`src/rtl/pam_frame_syn.sv`:
```
// pam_frame_syn: preamble-correlating frame synchroniser for the PAM receiver.
// Samples are hard-sliced and slid against the M_SEQ preamble. A match count at
// or above threshold locks the block, which then forwards LENGTH_DATA payload
// samples through a single ready/valid output register and flags the last one.
// Optional feature macro: SYN_POLARITY_INV_EN (lock on a polarity-inverted
// preamble and un-invert the following payload).
module pam_frame_syn #(
  parameter int                         AD_CVER_WIDTH = 12,
  parameter int                         LENTGRH_M_SEQ = 31,
  parameter logic [LENTGRH_M_SEQ-1:0]   M_SEQ         = 31'h2EC7_CD21,
  parameter int                         WIDTH_RESULT  = 6,
  parameter int                         THRESHOLD     = 25,
  parameter int                         LENGTH_DATA   = 32
) (
  input  logic                     clk,
  input  logic                     arst_n,
  input  logic [AD_CVER_WIDTH-1:0] S_AXIS_tdata,
  input  logic                     S_AXIS_tvalid,
  output logic                     S_AXIS_tready,
  input  logic [WIDTH_RESULT-1:0]  cfg_threshold,
  output logic [AD_CVER_WIDTH-1:0] syn_demodu_data,
  output logic                     syn_demodu_valid,
  input  logic                     syn_demodu_ready,
  output logic                     syn_demodu_last,
  output logic                     syn_locked,
  output logic                     syn_inverted,
  output logic [WIDTH_RESULT-1:0]  syn_peak,
  output logic [15:0]              syn_frame_cnt
);

  localparam logic [0:0] SEARCH = 1'b0;
  localparam logic [0:0] LOCK   = 1'b1;

  localparam int                      CW       = (LENGTH_DATA > 1) ? $clog2(LENGTH_DATA) : 1;
  localparam logic [CW-1:0]           LAST_IDX = CW'(LENGTH_DATA - 1);
  localparam logic [WIDTH_RESULT-1:0] THR_DEF  = WIDTH_RESULT'(THRESHOLD);
  localparam logic [WIDTH_RESULT:0]   SEQ_LEN  = (WIDTH_RESULT + 1)'(LENTGRH_M_SEQ);

  // Number of set bits in a window-wide vector.
  function automatic logic [WIDTH_RESULT-1:0] popcount(input logic [LENTGRH_M_SEQ-1:0] vec);
    logic [WIDTH_RESULT-1:0] acc;
    acc = {WIDTH_RESULT{1'b0}};
    for (int i = 0; i < LENTGRH_M_SEQ; i++) begin
      acc = acc + {{(WIDTH_RESULT-1){1'b0}}, vec[i]};
    end
    return acc;
  endfunction

  logic [0:0]                    state_r;
  // Only bits L-1..1 of the window are ever read again: bit 0 is the oldest
  // sample and falls out on the next shift, so it is not stored.
  logic [LENTGRH_M_SEQ-1:1]      win_r;
  logic [CW-1:0]                 cnt_r;

  logic                          slice_bit;
  logic [LENTGRH_M_SEQ-1:0]      next_win;
  logic [WIDTH_RESULT-1:0]       match;
  logic [WIDTH_RESULT-1:0]       thr;
  logic                          hit_norm;
  logic                          accept;
  logic                          last_now;
  logic [AD_CVER_WIDTH-1:0]      payload;

  assign slice_bit = S_AXIS_tdata[AD_CVER_WIDTH-1];
  assign next_win  = {slice_bit, win_r};
  assign match     = popcount(~(next_win ^ M_SEQ));
  assign thr       = (cfg_threshold == {WIDTH_RESULT{1'b0}}) ? THR_DEF : cfg_threshold;
  assign hit_norm  = (match >= thr);
  assign last_now  = (cnt_r == LAST_IDX);

  // SEARCH always accepts; LOCK accepts only when the output register can take a beat.
  assign S_AXIS_tready = (state_r == SEARCH) ? 1'b1 : (!syn_demodu_valid || syn_demodu_ready);
  assign accept        = S_AXIS_tvalid && S_AXIS_tready;

`ifdef SYN_POLARITY_INV_EN
  logic hit_inv;
  // m <= L - thr, rearranged to m + thr <= L so no negative intermediate exists.
  assign hit_inv = !hit_norm && (({1'b0, match} + {1'b0, thr}) <= SEQ_LEN);
  assign payload = syn_inverted ? ~S_AXIS_tdata : S_AXIS_tdata;
`else
  assign payload      = S_AXIS_tdata;
  assign syn_inverted = 1'b0;
`endif

  // Output register, window/counter state, status outputs and the SEARCH/LOCK FSM.
  always_ff @(posedge clk or negedge arst_n) begin
    if (!arst_n) begin
      state_r          <= SEARCH;
      win_r            <= {(LENTGRH_M_SEQ-1){1'b0}};
      cnt_r            <= {CW{1'b0}};
      syn_demodu_data  <= {AD_CVER_WIDTH{1'b0}};
      syn_demodu_valid <= 1'b0;
      syn_demodu_last  <= 1'b0;
      syn_locked       <= 1'b0;
      syn_peak         <= {WIDTH_RESULT{1'b0}};
      syn_frame_cnt    <= 16'd0;
`ifdef SYN_POLARITY_INV_EN
      syn_inverted     <= 1'b0;
`endif
    end else begin
      if (accept && (state_r == LOCK)) begin
        syn_demodu_data  <= payload;
        syn_demodu_valid <= 1'b1;
        syn_demodu_last  <= last_now;
      end else if (syn_demodu_ready) begin
        syn_demodu_valid <= 1'b0;
      end

      case (state_r)
        SEARCH: begin
          if (accept) begin
            if (hit_norm) begin
              state_r      <= LOCK;
              syn_locked   <= 1'b1;
              syn_peak     <= match;
              cnt_r        <= {CW{1'b0}};
              win_r        <= {(LENTGRH_M_SEQ-1){1'b0}};
`ifdef SYN_POLARITY_INV_EN
              syn_inverted <= 1'b0;
            end else if (hit_inv) begin
              state_r      <= LOCK;
              syn_locked   <= 1'b1;
              syn_peak     <= match;
              cnt_r        <= {CW{1'b0}};
              win_r        <= {(LENTGRH_M_SEQ-1){1'b0}};
              syn_inverted <= 1'b1;
`endif
            end else begin
              win_r <= next_win[LENTGRH_M_SEQ-1:1];
            end
          end
        end
        LOCK: begin
          if (accept) begin
            if (last_now) begin
              state_r       <= SEARCH;
              syn_locked    <= 1'b0;
              cnt_r         <= {CW{1'b0}};
              syn_frame_cnt <= syn_frame_cnt + 16'd1;
            end else begin
              cnt_r <= cnt_r + CW'(1);
            end
          end
        end
        default: begin
          state_r    <= SEARCH;
          syn_locked <= 1'b0;
        end
      endcase
    end
  end

endmodule

```
`config.mk`:
```
export PLATFORM = sky130hd
export DESIGN_NAME = pam_frame_syn
export DESIGN_NICKNAME = d
export VERILOG_FILES = /design/src/rtl/pam_frame_syn.sv
export SDC_FILE = /design/constraint.sdc
export NUM_CORES = 1
export LEC_CHECK = 0
export CORE_MARGIN = 2
export CORE_UTILIZATION = 59
export DETAILED_ROUTE_END_ITERATION = 8
export PLACE_DENSITY = 0.88
export SLEW_MARGIN = 30
export SYNTH_ARGS = -nofsm -noshare
export SYNTH_HDL_FRONTEND = slang
export SYNTH_SLANG_ARGS = --single-unit
export TNS_END_PERCENT = 100
```
`constraint.sdc`:
```
create_clock -name clk -period 12.54 [get_ports clk]
set_input_delay 3.762 -clock clk [delete_from_list [all_inputs] [get_ports clk]]
set_output_delay 3.762 -clock clk [all_outputs]
set_load 0.01 [all_outputs]
```
**After elaboration in Yosys (flattened, before gate mapping)**

Cells that the tools add are included.

- Output and inout bits: 39
- Bits in registers: 73
- Input bits: 22
- Logic and storage cells: 81

- Multiplexer cells: 20
- Magnitude comparators: 1
- Eq/ne operators: 5
- Reduce and logical (&&, ||, !) cells: 11
- Bitwise operators: 3
- Add/sub/neg operators: 32

Operator list:

| kind | count |
|---|---|
| 6-bit by 1-bit adder with 6-bit output | 25 |
| 31-bit NOT | 1 |
| 30-bit two-way mux | 1 |
| 5-bit two-way mux | 4 |
| 16-bit by 1-bit adder with 16-bit output (second input constant) | 1 |
| 16-bit NOT | 1 |
| 1-bit two-way mux | 11 |
| 5-bit one-hot mux with 2 select lines | 1 |
| 3-bit AND reduction | 3 |
| 5-bit by 1-bit adder with 6-bit output | 1 |
| 6-bit greater-or-equal comparator | 1 |
| 6-bit zero test | 1 |
| 6-bit two-way mux | 1 |
| 4-bit by 1-bit adder with 5-bit output | 1 |
| 5-bit by 1-bit adder with 5-bit output (second input constant) | 1 |
| 5-bit == test (second input constant) | 1 |
| 3-bit by 1-bit adder with 4-bit output | 1 |
| 2-bit by 1-bit != test with 1-bit output (second input constant) | 2 |
| 2-bit != test (second input constant) | 2 |
| 1-bit one-hot mux with 2 select lines | 2 |
| 4-bit AND reduction | 1 |
| 2-bit by 1-bit adder with 3-bit output | 1 |
| 1-bit by 1-bit adder with 2-bit output | 1 |
| 1-bit logical AND | 2 |
| 5 further kinds | 5 |

**Longest topological paths before layout**

- Depth in word-level cells: 36
- Depth in mapped cells: 23
- Gate-level depth less buffers: 21

**Worst setup path before layout**

Ideal clock, no wire load.

- Path type: input-to-reg
- Start: input S_AXIS_tdata[11]
- End: register win_r[10] (netlist name)
- Slack: 3.872 ns
- Stages on the path: 21
- Data required time: 12.422 ns
- Data arrival time: 8.550 ns
- Buffers on the path: 2
- Library setup time: 0.118 ns
- Path through: inv_1 fa_1 fa_1 inv_1 fa_1 fa_1 inv_1 fa_1 fa_1 inv_1 fa_1 nand2b_1 a21oi_1 xor2_1 ha_1 a21o_1 a211oi_2 a211oi_4 buf_6 buf_12 a21oi_2

- Word-level cells in the longest chain between the ends: 4

RTL lines:

| item | line | text |
|---|---|---|
| start: declaration | 17 | `input logic [AD_CVER_WIDTH-1:0] S_AXIS_tdata,` |
| 31-bit NOT | 66 | `assign match = popcount(~(next_win ^ M_SEQ));` |
| 6-bit by 1-bit adder with 6-bit output | 44 | `acc = acc + {{(WIDTH_RESULT-1){1'b0}}, vec[i]};` |
| via match[4] | 57 | `logic [WIDTH_RESULT-1:0] match;` |
| 6-bit greater-or-equal comparator | 68 | `assign hit_norm = (match >= thr);` |
| 30-bit two-way mux | 112 | `if (hit_norm) begin` |
| end signal: assignment | 89 | `win_r <= {(LENTGRH_M_SEQ-1){1'b0}};` |
| end signal: assignment | 117 | `win_r <= {(LENTGRH_M_SEQ-1){1'b0}};` |
| end signal: assignment | 129 | `win_r <= next_win[LENTGRH_M_SEQ-1:1];` |
| end: declaration | 52 | `logic [LENTGRH_M_SEQ-1:1] win_r;` |

The timed path passes the listed nets, and every way through them passes these cells.
A chain may end at the register's enable or synchronous reset.

**Final worst setup path**

- Start: input S_AXIS_tdata[11]
- End: register syn_peak[5]

- Word-level cells in the longest chain between the ends: 4

RTL lines:

| item | line | text |
|---|---|---|
| 31-bit NOT | 66 |  |
| 6-bit by 1-bit adder with 6-bit output | 44 |  |
| via match[4] | 57 |  |
| 6-bit greater-or-equal comparator | 68 |  |
| 3-bit AND reduction (no line) | n/a |  |
| end signal: assignment | 95 | `syn_peak <= {WIDTH_RESULT{1'b0}};` |
| end signal: assignment | 115 | `syn_peak <= match;` |
| end: declaration | 27 | `output logic [WIDTH_RESULT-1:0] syn_peak,` |

The timed path passes the listed nets, and every way through them passes these cells.

==> results.yml <==
status:
  outcome: "complete, no violations"
yosys:
  synthesis.nets: 468
  yosys.area.top_type_share_pct: 44.23
  syn-mean-instance-area_sq_um: 10.15
  ys_types: 42
  synth_area_leader_cell: "dfrtp_1"
  ys_warn_count: 0
  synth_seq_area_share_pct: 44.23
  ys_top_cells_by_area: "dfrtp_1, fa_1, nand2_1"
  synth_top_flop_cell: "dfrtp_1"
  ys_ff_latch: 73
  synth_cells: 407
  synthesis.area_sq_um: 4130
  synthArstFlopShare_pct: 100.0
  synth_edf_count: 0
timing:
  post-route-period-util_pct: 74.50
  setup_violations: 0
  clock.fmax_mhz: 107.0
  slew_violations: 0
  worstMarginPinSlew_ps: 856.7
  rsz0062_at_grt: "no"
  hold_violations: 0
  hold_slack_ps: 478.2
  relSlewSlack_pct: 42.73
  finalWorstPathRequiredPeriod_ps: 9342
  skew_ps: 6.621
  setup_tns_ps: 0
worst_setup_path:
  required_ps: 12780
  cp_top_family: "adder cells"
  worstPathCellList: "clkdlybuf4s50_1 -> inv_1 -> fa_1 -> fa_1 -> inv_1 -> fa_1 -> fa_1 -> inv_1 -> fa_1 -> fa_1 -> inv_1 -> fa_1 -> nand2b_1 -> a21oi_1 -> xor2_1 -> ha_1 -> a21o_1 -> a211oi_2 -> a211oi_4 -> buf_4 -> mux2_1"
  cp_common_cell: "fa_1"
  critPathMaxStageDelay_ps: 520
  cp-start-kind: "input port"
  critPathKind: "in2reg"
  cp_max_fo: 20
  r2r-end: "syn_peak[5]$_DFFE_PN0P_"
  r2r_slack_ps: 6200
  endpoint_kind: "register"
  arrival_ps: 9590
  cp_num_buf_inv: 6
  timing.rr.start: "win_r[6]$_DFFE_PN0P_"
  ff2ff_path_depth: 22
  slowest_stage: "fa_1"
floorplanning:
  die_x_um: 87.67
  pin_count: 61
  fp.dieArea_sq_um: 7686
  core_area_sq_um: 6794
  rows: 30
  start_util_pct: 60.79
  die_y_um: 87.67
clock_network:
  clk_latency_ps: 360
  cts_root_buf: "clkbuf_8"
  cts_inserted_buffers: 9
  clkTransAtPathRegs_ps: 80
  cts-htree-levels: 3
  post_cts_buffers: 0
  cts_sinks: 73
  cts_buffer_depth: 2
  ctsResizeCount: 0
  postCtsHoldBufs: 0
  cts_tree: "yes"
route:
  drc_errors: 0
  drt_pre_antenna_iters: 4
  vias: 3009
  post_drt_wl_per_cell_um: 14.86
  drt_iter0_drc: 203
  antenna_left: 0
  finalWirelength_um: 8440
  via_per_inst: 5.298
placed_design:
  place_congestion: 0.8610
  io_buffers: 59
  placed_cell_area_sq_um: 4755
  dp_hpwl_um: 6021
global_route:
  grt_pass1_vias: 3203
  grt_usage_pct: 24.30
  grt_max_degree: 74
  antenna_found_initial: 0
  overflow: 0
  grt_pass1_wl_um: 14410
finish:
  drive_gt1_share_pct: 12.50
  fin_area_sq_um: 4982
  nNetsFinal: 528
  area_delta_synth_final_pct: 20.63
  n_antenna_cell: 0
worst_hold_path:
  hold_depth: 2
  min_to: "syn_demodu_data[8]$_DFFE_PN0P_"
  hp-start: "syn_demodu_data[8]$_DFFE_PN0P_"
  hp-class: "reg2reg"
flow_run:
  max_cap_viol_count: 0
-- state kept, by name (all words and copies together) (netlist names) --
register          cells
cnt_r                 5
state_r               1
syn_demodu_data      12
syn_demodu_last       1
syn_demodu_valid      1
syn_frame_cnt        16
syn_locked            1
syn_peak              6
win_r                30
-- final cells by class --
cell class              count  area [sq um]
multi-input cells         272          2008
well taps                  96         120.1
repair buffers             64         626.9
clock buffers               9         123.9
flip-flops and latches     73          1827
fillers                   477          1812
inverters                  47         176.4
clock inverters             7         100.1
-- metrics by stage --
step,cells,utilization [%],setup WS (ps)
after global routing,568,73.33,2905
after floorplan,407,-,3872
after CTS,568,73.28,3188
final,568,73.33,3198
after detailed placement,552,69.98,2890
after global placement,552,69.94,3027
-- worst reg2reg max path: stages (launching register included) --
cell and delay (ps):
dfrtp_1 370, inv_1 70, fa_1 540, inv_1 60, fa_1 460, fa_1 520, inv_1 60, fa_1 470
fa_1 520, inv_1 50, fa_1 510, fa_1 200, inv_1 60, fa_1 410, nand2b_1 170, a21oi_1 180
xor2_1 220, ha_1 180, a21o_1 140, a211oi_2 60, a211oi_4 280, buf_4 360, mux2_1 370
-- synth_stat cells (6+ instances only) --
| master | count |
|---|---|
| a21oi_2 | 30 |
| clkbuf_1 | 6 |
| dfrtp_1 | 73 |
| fa_1 | 23 |
| ha_1 | 16 |
| inv_1 | 47 |
| mux2_1 | 7 |
| nand2_1 | 112 |
| nand3_1 | 11 |
| nand4_1 | 6 |
| nor2_1 | 8 |
| xnor2_1 | 10 |
| xor2_1 | 8 |
-- cells in the final DEF (no fill, tap or decap), types with 2 or more instances in the layout --
master	netlist	routed
nand2_1	112	112
dfrtp_1	73	73
clkdlybuf4s50_1	0	58
inv_1	47	47
a21oi_2	30	30
fa_1	23	23
ha_1	16	16
nand3_1	11	11
xnor2_1	10	10
clkbuf_8	0	9
xor2_1	8	8
nor2_1	8	7
mux2_1	7	7
nand4_1	6	6
buf_4	1	4
nand2b_1	3	3
a21oi_1	3	3
and3_1	3	3
a21o_1	3	3
nor2b_1	3	3
nor4_1	3	3
o21ai_0	3	3
inv_6	0	3
or3_1	2	2
o211ai_1	2	2
bufinv_16	0	2
-- worst max path at each step --
| stage | start | end | slack [ps] | cells past startpoint |
|---|---|---|---|---|
| floorplan | S_AXIS_tdata[11] | win_r[10]$_DFFE_PN0P_ | 3870 | 21 |
| global placement | S_AXIS_tdata[11] | syn_peak[1]$_DFFE_PN0P_ | 3030 | 21 |
| detailed placement | S_AXIS_tdata[11] | syn_peak[5]$_DFFE_PN0P_ | 2890 | 21 |
| CTS | S_AXIS_tdata[11] | syn_peak[5]$_DFFE_PN0P_ | 3190 | 21 |
| global route | S_AXIS_tdata[11] | syn_peak[1]$_DFFE_PN0P_ | 2900 | 21 |
| finish | S_AXIS_tdata[11] | syn_peak[5]$_DFFE_PN0P_ | 3200 | 21 |
-- routing by layer --
layer	wire, um	vias up	track usage [%]
li1	-	1419	-
met1	3666	1494	30.52
met2	4316	82	41.67
met3	339	14	5.655
met4	118	0	8.112
met5	0	-	0
-- cells by family after synthesis --
logic type | Yosys count | share of synthesized area, %
other | 1 | 0.09079
AOI/OAI and AO/OA | 47 | 9.663
muxes | 7 | 1.909
xor gates and xnor gates | 18 | 3.817
and+or+nand+nor | 160 | 17.09
buffers and inverters | 62 | 7.210
adders and majority gates | 39 | 16.00
DFF | 73 | 44.23
Power is not shown: default switching activity piles up to over one toggle a cycle in this logic, so the estimate is an artifact.
